$ cat config.mk
export PLATFORM = sky130hd
export DESIGN_NAME = fpa_note_display_sequencer_flat
export DESIGN_NICKNAME = d
export VERILOG_FILES = /design/src/rtl/fpa_note_display_sequencer_if.sv /design/src/rtl/fpa_note_display_sequencer.sv /design/src/flat_wrapper.sv
export SDC_FILE = /design/constraint.sdc
export NUM_CORES = 1
export LEC_CHECK = 0
export CAP_MARGIN = 20
export CORE_MARGIN = 10
export CORE_UTILIZATION = 50
export DETAILED_ROUTE_END_ITERATION = 16
export PLACE_DENSITY = 0.78
export SYNTH_ARGS = -nofsm -noshare
export SYNTH_HDL_FRONTEND = slang
export SYNTH_SLANG_ARGS = --single-unit
export TNS_END_PERCENT = 50
$ cat constraint.sdc
create_clock -name clk -period 7.3 [get_ports clk]
set_input_delay 2.19 -clock clk [delete_from_list [all_inputs] [get_ports clk]]
set_output_delay 2.19 -clock clk [all_outputs]
set_load 0.02 [all_outputs]
$ cat src/rtl/fpa_note_display_sequencer_if.sv
// ---------------------------------------------------------------------------
// fpa_note_display_sequencer_if
// Bundle between the music-player voice channels, the note display
// sequencer and the VGA text driver.
//   master : player/driver side. Drives notes, strobes and frame_start.
//            Observes the displayed notes and the shared write port.
//   slave  : sequencer side. The mirror image of master.
// Signals:
//   input_noteN, new_note_available_N  per-voice note index and new-note strobe
//   frame_start                        one-cycle pulse at raster (0,0)
//   cur_noteN, prev_noteN              displayed current/previous notes
//   disp_we/voice/cur/prev             shared display write port
//   busy, ovf_count                    commit in progress, dropped-event count
// ---------------------------------------------------------------------------
interface fpa_note_display_sequencer_if #(
    parameter int NOTE_W = 6,
    parameter int OVF_W  = 8
);
    logic [NOTE_W-1:0] input_note1, input_note2, input_note3;
    logic              new_note_available_1, new_note_available_2, new_note_available_3;
    logic              frame_start;
    logic [NOTE_W-1:0] cur_note1, cur_note2, cur_note3;
    logic [NOTE_W-1:0] prev_note1, prev_note2, prev_note3;
    logic              disp_we;
    logic [1:0]        disp_voice;
    logic [NOTE_W-1:0] disp_cur, disp_prev;
    logic              busy;
    logic [OVF_W-1:0]  ovf_count;

    modport master (
        output input_note1, input_note2, input_note3,
        output new_note_available_1, new_note_available_2, new_note_available_3,
        output frame_start,
        input  cur_note1, cur_note2, cur_note3,
        input  prev_note1, prev_note2, prev_note3,
        input  disp_we, disp_voice, disp_cur, disp_prev,
        input  busy, ovf_count
    );

    modport slave (
        input  input_note1, input_note2, input_note3,
        input  new_note_available_1, new_note_available_2, new_note_available_3,
        input  frame_start,
        output cur_note1, cur_note2, cur_note3,
        output prev_note1, prev_note2, prev_note3,
        output disp_we, disp_voice, disp_cur, disp_prev,
        output busy, ovf_count
    );
endinterface

$ cat src/rtl/fpa_note_display_sequencer.sv
// ---------------------------------------------------------------------------
// fpa_note_display_sequencer
// Captures new notes from three voices and stages them. Commits the staged
// notes to the displayed cur/prev registers only at frame start, so the
// raster never shows a half-updated frame. Commits go through one shared
// write port, one voice per cycle, in round-robin order.
// Ports:
//   clk    system/pixel clock
//   rst_n  asynchronous active-low reset
//   bus    fpa_note_display_sequencer_if.slave (see interface header)
// ---------------------------------------------------------------------------

// Per-voice capture lane: strobe synchronizer, rising-edge detect, staged
// note and pending flag.
module fpa_note_voice_capture #(
    parameter int NOTE_W      = 6,
    parameter int SYNC_STAGES = 2
) (
    input  logic              clk,
    input  logic              rst_n,
    input  logic              strobe,     // possibly asynchronous new-note level
    input  logic [NOTE_W-1:0] note,
    input  logic              commit,     // this voice is committed this cycle
    output logic              pending,
    output logic [NOTE_W-1:0] staged,
    output logic              overwrite   // staged note replaced before commit
);
    logic [SYNC_STAGES-1:0] sync_q;
    logic                   last_q;
    logic                   rise;

    assign rise      = sync_q[SYNC_STAGES-1] & ~last_q;
    // An edge in the same cycle as this voice's commit only re-stages the
    // note. The old value still reaches the display, so nothing is dropped.
    assign overwrite = rise & pending & ~commit;

    always_ff @(posedge clk or negedge rst_n) begin
        if (!rst_n) begin
            sync_q  <= '0;
            last_q  <= 1'b0;
            pending <= 1'b0;
            staged  <= '0;
        end else begin
            sync_q <= {sync_q[SYNC_STAGES-2:0], strobe};
            last_q <= sync_q[SYNC_STAGES-1];
            if (rise) begin
                staged  <= note;
                pending <= 1'b1;          // a new set wins over a commit clear
            end else if (commit) begin
                pending <= 1'b0;
            end
        end
    end
endmodule

module fpa_note_display_sequencer #(
    parameter int NOTE_W      = 6,
    parameter int SYNC_STAGES = 2,
    parameter int OVF_W       = 8
) (
    input  logic                      clk,
    input  logic                      rst_n,
    fpa_note_display_sequencer_if.slave bus
);
    localparam int NV = 3;

    typedef enum logic {IDLE = 1'b0, COMMIT = 1'b1} state_t;

    state_t                   state_q, state_d;
    logic [NV-1:0][NOTE_W-1:0] in_note, staged, cur_q, prev_q;
    logic [NV-1:0]            strobe, pending, overwrite, commit_hit;
    logic [NV-1:0]            commit_mask_q, src, sel_onehot;
    logic [1:0]               rr_q, sel;
    logic                     sel_found, issue, busy;
    logic                     disp_we_q;
    logic [1:0]               disp_voice_q;
    logic [NOTE_W-1:0]        disp_cur_q, disp_prev_q;
    logic [OVF_W-1:0]         ovf_q, ovf_next;
    logic [1:0]               ovf_inc;
    logic [OVF_W:0]           ovf_sum;
    logic [2:0]               idx;

    assign in_note = {bus.input_note3, bus.input_note2, bus.input_note1};
    assign strobe  = {bus.new_note_available_3, bus.new_note_available_2,
                      bus.new_note_available_1};

    for (genvar v = 0; v < NV; v++) begin : g_voice
        fpa_note_voice_capture #(
            .NOTE_W      (NOTE_W),
            .SYNC_STAGES (SYNC_STAGES)
        ) u_cap (
            .clk       (clk),
            .rst_n     (rst_n),
            .strobe    (strobe[v]),
            .note      (in_note[v]),
            .commit    (commit_hit[v]),
            .pending   (pending[v]),
            .staged    (staged[v]),
            .overwrite (overwrite[v])
        );
    end

    // Round-robin pick: first set bit of src at or after rr_q, wrapping 2->0.
    always_comb begin
        sel       = '0;
        sel_found = 1'b0;
        idx       = '0;
        for (int k = 0; k < NV; k++) begin
            idx = {1'b0, rr_q} + 3'(k);
            if (idx >= 3'(NV)) idx = idx - 3'(NV);
            if (!sel_found && src[idx[1:0]]) begin
                sel       = idx[1:0];
                sel_found = 1'b1;
            end
        end
    end

    assign sel_onehot = {{(NV-1){1'b0}}, 1'b1} << sel;
    assign commit_hit = issue ? sel_onehot : '0;

    // FSM: state register
    always_ff @(posedge clk or negedge rst_n) begin
        if (!rst_n) state_q <= IDLE;
        else        state_q <= state_d;
    end

    // FSM: next state. COMMIT exits once every masked voice has been issued.
    always_comb begin
        state_d = state_q;
        case (state_q)
            IDLE:    if (bus.frame_start && (|pending)) state_d = COMMIT;
            COMMIT:  if (commit_mask_q == '0)           state_d = IDLE;
            default: state_d = IDLE;
        endcase
    end

    // FSM: outputs. The write-port registers are loaded one cycle ahead, so a
    // voice is issued on the frame_start edge and each following COMMIT cycle
    // while voices remain. disp_we then lines up exactly with busy.
    always_comb begin
        busy  = (state_q == COMMIT);
        src   = busy ? commit_mask_q : pending;
        issue = sel_found & (busy | bus.frame_start);
    end

    // Saturating dropped-event counter. Several voices can overwrite in the
    // same cycle.
    always_comb begin
        ovf_inc  = {1'b0, overwrite[0]} + {1'b0, overwrite[1]} + {1'b0, overwrite[2]};
        ovf_sum  = {1'b0, ovf_q} + {{(OVF_W-1){1'b0}}, ovf_inc};
        ovf_next = ovf_sum[OVF_W] ? '1 : ovf_sum[OVF_W-1:0];
    end

    always_ff @(posedge clk or negedge rst_n) begin
        if (!rst_n) begin
            cur_q         <= '0;
            prev_q        <= '0;
            commit_mask_q <= '0;
            rr_q          <= '0;
            disp_we_q     <= 1'b0;
            disp_voice_q  <= '0;
            disp_cur_q    <= '0;
            disp_prev_q   <= '0;
            ovf_q         <= '0;
        end else begin
            disp_we_q <= issue;
            ovf_q     <= ovf_next;
            if (issue) begin
                // The mask holds voices not yet issued. The voice issued on
                // entry is removed as the pending snapshot is latched.
                commit_mask_q <= src & ~sel_onehot;
                disp_voice_q  <= sel;
                disp_cur_q    <= staged[sel];
                disp_prev_q   <= cur_q[sel];
                cur_q[sel]    <= staged[sel];
                prev_q[sel]   <= cur_q[sel];
                rr_q          <= (sel == 2'd2) ? 2'd0 : sel + 2'd1;
            end
        end
    end

    assign bus.cur_note1  = cur_q[0];
    assign bus.cur_note2  = cur_q[1];
    assign bus.cur_note3  = cur_q[2];
    assign bus.prev_note1 = prev_q[0];
    assign bus.prev_note2 = prev_q[1];
    assign bus.prev_note3 = prev_q[2];
    assign bus.disp_we    = disp_we_q;
    assign bus.disp_voice = disp_voice_q;
    assign bus.disp_cur   = disp_cur_q;
    assign bus.disp_prev  = disp_prev_q;
    assign bus.busy       = busy;
    assign bus.ovf_count  = ovf_q;
endmodule

$ cat src/flat_wrapper.sv
// flat-port wrapper written by rule: the top's interface ports become plain ports
module fpa_note_display_sequencer_flat 
#(
    parameter int NOTE_W      = 6,
    parameter int SYNC_STAGES = 2,
    parameter int OVF_W       = 8
)
  (clk, rst_n, bus_input_note1, bus_input_note2, bus_input_note3, bus_new_note_available_1, bus_new_note_available_2, bus_new_note_available_3, bus_frame_start, bus_cur_note1, bus_cur_note2, bus_cur_note3, bus_prev_note1, bus_prev_note2, bus_prev_note3, bus_disp_we, bus_disp_voice, bus_disp_cur, bus_disp_prev, bus_busy, bus_ovf_count);
  fpa_note_display_sequencer_if #(.NOTE_W(NOTE_W), .OVF_W(OVF_W)) bus_i ();
  input  logic clk;
  input  logic rst_n;
  input wire logic [$bits(bus_i.input_note1)-1:0] bus_input_note1;
  input wire logic [$bits(bus_i.input_note2)-1:0] bus_input_note2;
  input wire logic [$bits(bus_i.input_note3)-1:0] bus_input_note3;
  input wire logic [$bits(bus_i.new_note_available_1)-1:0] bus_new_note_available_1;
  input wire logic [$bits(bus_i.new_note_available_2)-1:0] bus_new_note_available_2;
  input wire logic [$bits(bus_i.new_note_available_3)-1:0] bus_new_note_available_3;
  input wire logic [$bits(bus_i.frame_start)-1:0] bus_frame_start;
  output wire logic [$bits(bus_i.cur_note1)-1:0] bus_cur_note1;
  output wire logic [$bits(bus_i.cur_note2)-1:0] bus_cur_note2;
  output wire logic [$bits(bus_i.cur_note3)-1:0] bus_cur_note3;
  output wire logic [$bits(bus_i.prev_note1)-1:0] bus_prev_note1;
  output wire logic [$bits(bus_i.prev_note2)-1:0] bus_prev_note2;
  output wire logic [$bits(bus_i.prev_note3)-1:0] bus_prev_note3;
  output wire logic [$bits(bus_i.disp_we)-1:0] bus_disp_we;
  output wire logic [$bits(bus_i.disp_voice)-1:0] bus_disp_voice;
  output wire logic [$bits(bus_i.disp_cur)-1:0] bus_disp_cur;
  output wire logic [$bits(bus_i.disp_prev)-1:0] bus_disp_prev;
  output wire logic [$bits(bus_i.busy)-1:0] bus_busy;
  output wire logic [$bits(bus_i.ovf_count)-1:0] bus_ovf_count;
  assign bus_i.input_note1 = bus_input_note1;
  assign bus_i.input_note2 = bus_input_note2;
  assign bus_i.input_note3 = bus_input_note3;
  assign bus_i.new_note_available_1 = bus_new_note_available_1;
  assign bus_i.new_note_available_2 = bus_new_note_available_2;
  assign bus_i.new_note_available_3 = bus_new_note_available_3;
  assign bus_i.frame_start = bus_frame_start;
  assign bus_cur_note1 = bus_i.cur_note1;
  assign bus_cur_note2 = bus_i.cur_note2;
  assign bus_cur_note3 = bus_i.cur_note3;
  assign bus_prev_note1 = bus_i.prev_note1;
  assign bus_prev_note2 = bus_i.prev_note2;
  assign bus_prev_note3 = bus_i.prev_note3;
  assign bus_disp_we = bus_i.disp_we;
  assign bus_disp_voice = bus_i.disp_voice;
  assign bus_disp_cur = bus_i.disp_cur;
  assign bus_disp_prev = bus_i.disp_prev;
  assign bus_busy = bus_i.busy;
  assign bus_ovf_count = bus_i.ovf_count;
  fpa_note_display_sequencer #(.NOTE_W(NOTE_W), .SYNC_STAGES(SYNC_STAGES), .OVF_W(OVF_W)) u_core (.clk(clk), .rst_n(rst_n), .bus(bus_i));
endmodule
[Word level (Yosys, flattened, before mapping)]
Index checks and enable logic that the tools add are counted.
Storage, ports and cells
  output and inout bits: 60
  word-level logic and storage cells: 112
  input bits: 24
  register bits: 95
Cells by class
  bitwise operators: 20
  magnitude comparators: 8
  mux-type cells: 36
  reduce and logical (&&, ||, !) cells: 11
  shift operators: 1
  equal/unequal tests: 1
  add/sub/neg operators: 9
Operator list (number)
  $bwmux W18: 2
  $bmux W6 S2: 2
  $mux W6: 3
  $mux W1: 14
  $mux W2: 7
  $demux W6 S2: 1
  $lt A2 B3 Y1 const B: 4
  $and A1 B1 Y1: 10
  $add A8 B2 Y9: 1
  $mux W8: 1
  $not A1 Y1: 7
  $bmux W1 S2: 3
  $ge A3 B2 Y1 const B: 2
  $mux W3: 2
  $reduce_bool A2 Y1: 3
  $sub A2 B2 Y2 const B: 3
  $logic_and A1 B1 Y1: 4
  $add A2 B1 Y3 const B: 1
  $add A2 B2 Y3 const B: 1
  $and A3 B3 Y3: 1
  $logic_not A3 Y1: 1
  $not A3 Y3: 1
  $reduce_or A3 Y1: 1
  $shl A1 B2 Y3 const A: 1
  9 further kinds: 10

[Depth between registers and ports, before layout]
  word-level depth: 19
  depth in mapped cells: 19
  mapped depth without buffers: 17

[Hierarchy]
A second synthesis with hierarchy kept.
Second synthesis, totals
  cells, all modules: 300
  area total of the unflattened synthesis: 4331.7 µm²
Modules (own cells, without submodules)
  fpa_note_display_sequencer: cells each 237, area an instance 3175.5 µm², sequential area each 1626.6 µm², instances 1
  fpa_note_voice_capture: cells each 21, area an instance 385.4 µm², sequential area each 250.2 µm², instances 3

[Worst setup path after synthesis]
No wires, ideal clock.
  path kind: in2reg
  from: input bus_frame_start
  to: register u_core.ovf_q[0], in the netlist u_core.bus.ovf_count[0]
  path buffers: 1
  library setup time: 0.123 ns
  arrival: 4.541 ns
  path slack: 2.636 ns
  cell stages on the path: 13
  data required time: 7.177 ns
  path through: o22ai_2 inv_2 nand2b_4 buf_6 and3_1 fa_1 ha_1 fa_1 and3_1 nand2_1 nor2_1 nand2_1 nand2b_1
Between the ends
  word-level cells in the longest chain between the ends: 9
  elaborated cells on any way between the ends: 13
  those cells by class: add/sub (3); mux (2); bitwise (8)
Ends and longest elaborated chain
  from (decl): RTL line flat_wrapper.sv:18  | input wire logic [$bits(bus_i.frame_start)-1:0] bus_frame_start;
  $or A1 B1 Y1 (*): RTL line fpa_note_display_sequencer.sv:143  | issue = sel_found & (busy | bus.frame_start);
  $and A1 B1 Y1 (*): RTL line fpa_note_display_sequencer.sv:143
  $mux W3 (*): RTL line fpa_note_display_sequencer.sv:119  | assign commit_hit = issue ? sel_onehot : '0;
  $not A1 Y1: RTL line fpa_note_display_sequencer.sv:35  | assign overwrite = rise & pending & ~commit;
  $and A1 B1 Y1: RTL line fpa_note_display_sequencer.sv:35
  $add A1 B1 Y2: RTL line fpa_note_display_sequencer.sv:149  | ovf_inc = {1'b0, overwrite[0]} + {1'b0, overwrite[1]} + {1'b0, overwrite[2]};
  $add A2 B1 Y2 (*): RTL line fpa_note_display_sequencer.sv:149
  $add A8 B2 Y9 (*): RTL line fpa_note_display_sequencer.sv:150  | ovf_sum = {1'b0, ovf_q} + {{(OVF_W-1){1'b0}}, ovf_inc};
  $mux W8 (*): RTL line fpa_note_display_sequencer.sv:151  | ovf_next = ovf_sum[OVF_W] ? '1 : ovf_sum[OVF_W-1:0];
  via u_core.ovf_next[0]: RTL line fpa_note_display_sequencer.sv:78  | logic [OVF_W-1:0] ovf_q, ovf_next;
  to (signal assigned): RTL line fpa_note_display_sequencer.sv:167  | ovf_q <= ovf_next;
  to (decl): RTL line fpa_note_display_sequencer.sv:78
The timed path passes the listed nets; every way through them passes the cells marked *.
A chain may end at the register's enable or synchronous reset.

[Worst setup path in the final report]
  from: input bus_frame_start
  to: register u_core.ovf_q[4], in the netlist u_core.bus.ovf_count[4]
Same word-level chain as after synthesis.

==> metrics.yaml <==
placement:
  place_area_sq_um: 5140
  place.gp.congestion: 0.829
  dpl.cell_count: 516
  dp.final_hpwl_microns: 7340
  port_buffers: 83
die:
  coreArea_sq_um: 8300
  die_area_sq_um: 12700
  rows: 33
  start_util_pct: 51.8
  num_io_pins: 84
  die_w_microns: 113
  die_h_microns: 113
synthesis:
  yosysMostFrequentCell: "dfrtp_1"
  ys.flop_type: "dfrtp_1"
  synth.top_cell.area_share_pct: 55.3
  yosys-top-cells-area: "dfrtp_1 55%, mux2_2 7.3%, mux2i_1 3.3%, mux2_4 2.8%, o31ai_1 2.8%"
  synthArstFlopShare_pct: 100
  synth_common_cells: "95 x dfrtp_1, 28 x mux2_2, 24 x nand2_1"
  mappedNetlistArea_sq_um: 4300
  synth_edf_count: 0
  synth.distinct_cells: 54
  ys_warn_count: 0
  synthCells: 346
  ys_seq_area_share_pct: 55.3
  avgSynthCellArea_sq_um: 12.4
  syn-num-nets: 377
  ys_ff_latch: 95
  yosys.area.top_type: "dfrtp_1"
cells_and_area:
  fin_util_pct: 64.4
  largest-register: "u_core.g_voice.u_cap.staged"
  largest_register_ffs: 18
  area_growth_pct: 24.4
  fillers: 631
  fin_nets: 453
  multi_input_area_sq_um: 1750
  final_area_sq_um: 5350
  layout.area.seq_sq_um: 2380
  layout.cells.non_filler: 531
  layout-drive-gt1-share_pct: 15.7
  antenna_cells: 0
grt:
  grt_max_degree: 60
  grt_pass1_vias: 3168
  globalRouteOverflowTotal: 0
  antenna_found_initial: 0
  grt_usage_pct: 16.0
  grt_pass1_wl_microns: 16600
worst_setup_path:
  cp-end-kind: "flip-flop"
  crit_type: "input port to flip-flop"
  rrSetupSlack_ps: 2550
  r2r-start: "u_core.bus.busy"
  reg2reg_depth: 15
  arrival_ps: 5840
  cp-start-kind: "input port"
  cp_max_fo: 34
  crit_path_start: "bus_frame_start"
  crit_required_ps: 7540
  r2r-end: "u_core.bus.ovf_count[4]"
clock_tree:
  clk_latency_ps: 360
  clkSlewWorstSetupHoldPaths_ps: 90
  cts_hold_buf: 0
  htreeDepth: 3
  clockBufferDepth: 2
  clock-sinks: 95
  post_cts_buffers: 0
  numCtsBuffers: 9
  ctsResizeCount: 0
  cts_tree: "yes"
  clock-root-buffer: "clkbuf_8"
sta:
  fin_skew_ps: 8.53
  finalCritPeriodShare_pct: 76.7
  max_freq_ghz: 0.178
  finalSetupViolations: 0
  relSlewSlack_pct: 45.0
  fin_crit_ps: 5600
  hold_viol: 0
  worst_pin_slew_ps: 824
  rsz0062_at_grt: "false"
  finalMaxSlewViolations: 0
  fin_setup_tns_ps: 0
detailed_routing:
  drt_iter0_drc: 169
  first_pass_iters: 4
  drc: 0
  ant_nets: 0
  viasPerCell: 5.52
  drt-total-wl_microns: 9920
  wl_per_cell_microns: 18.7
  vias: 2932
run:
  cap_violations: 0
worst_hold_path:
  hold_path.startpoint: "u_core.g_voice[0].u_cap.sync_q[0]"
  hold_depth: 0
  hold_path.class: "flip-flop to flip-flop"
  whs_endpoint: "u_core.g_voice[0].u_cap.sync_q[1]"
run_status:
  status: "completed"
[final cells by class]
class | instances | area share [%]
sequential | 95 | 44.5
multi-input combinational | 223 | 32.8
timing repair buffer | 87 | 16.1
clock buffer | 10 | 2.57
tap | 105 | 2.46
clock inverter | 5 | 1.24
inverter | 6 | 0.421
[logic make-up (layout without fill, tap and decap cells)]
kind of cell               count (synthesis)  in the layout  synth area share [%]
xor gates and xnor gates                   4              4                 0.815
adders and majority gates                  7              7                  2.39
DFF                                       95             95                  55.3
buffers and inverters                     28            108                  3.93
muxes                                     60             60                  16.6
and+or+nand+nor                           87             87                  10.5
AOI/OAI and AO/OA                         65             65                  10.4
[layer usage]
layer	track usage [%]	share of wire, %
met4	7.53	2.9
met5	0	0
met2	25.7	49
met1	19.7	42
met3	4.12	5.7
[worst max path at each step]
stage                              end  slack, ps  cells past startpoint
6_report       u_core.bus.ovf_count[4]       1700                     14
5_1_grt        u_core.bus.ovf_count[4]       1440                     14
4_1_cts        u_core.bus.ovf_count[4]       1700                     14
3_5_place_dp   u_core.bus.ovf_count[3]       1330                     14
3_3_place_gp   u_core.bus.ovf_count[0]       1410                     14
2_1_floorplan  u_core.bus.ovf_count[0]       2640                     13
[worst max-delay path: stages]
cell,delay (ps)
clkdlybuf4s50_1,500
o22ai_2,80
buf_4,250
inv_2,440
nand2_2,300
and3_1,310
fa_1,460
ha_1,240
fa_1,400
and3_1,240
nand2_1,110
nor2_1,50
nand2_1,170
nand2_1,90
[cells in the final DEF (no fill, tap or decap), types with 5 or more instances in the layout]
cell type and count:
mux2_1 7, clkbuf_8 10, clkdlybuf4s50_1 82, nor2_1 18, nor2b_1 17, mux2_2 28
mux2i_1 14, dfrtp_1 95, a31oi_1 14, nand2_1 24, nand2b_1 7, o31ai_1 16
buf_4 5, o21ai_0 18, ha_1 5, inv_1 5, mux2_4 8
[stage by stage]
step                setup slack [ps]  hold WS (ps)
CTS                             1700           359
floorplan                       2640           331
global route                    1440           368
detailed placement              1330           337
finish                          1700           358
global placement                1410           332
Power is left out: the tool's default activity adds up to more than one toggle a clock period on the data nets, which glitch-free logic cannot reach.
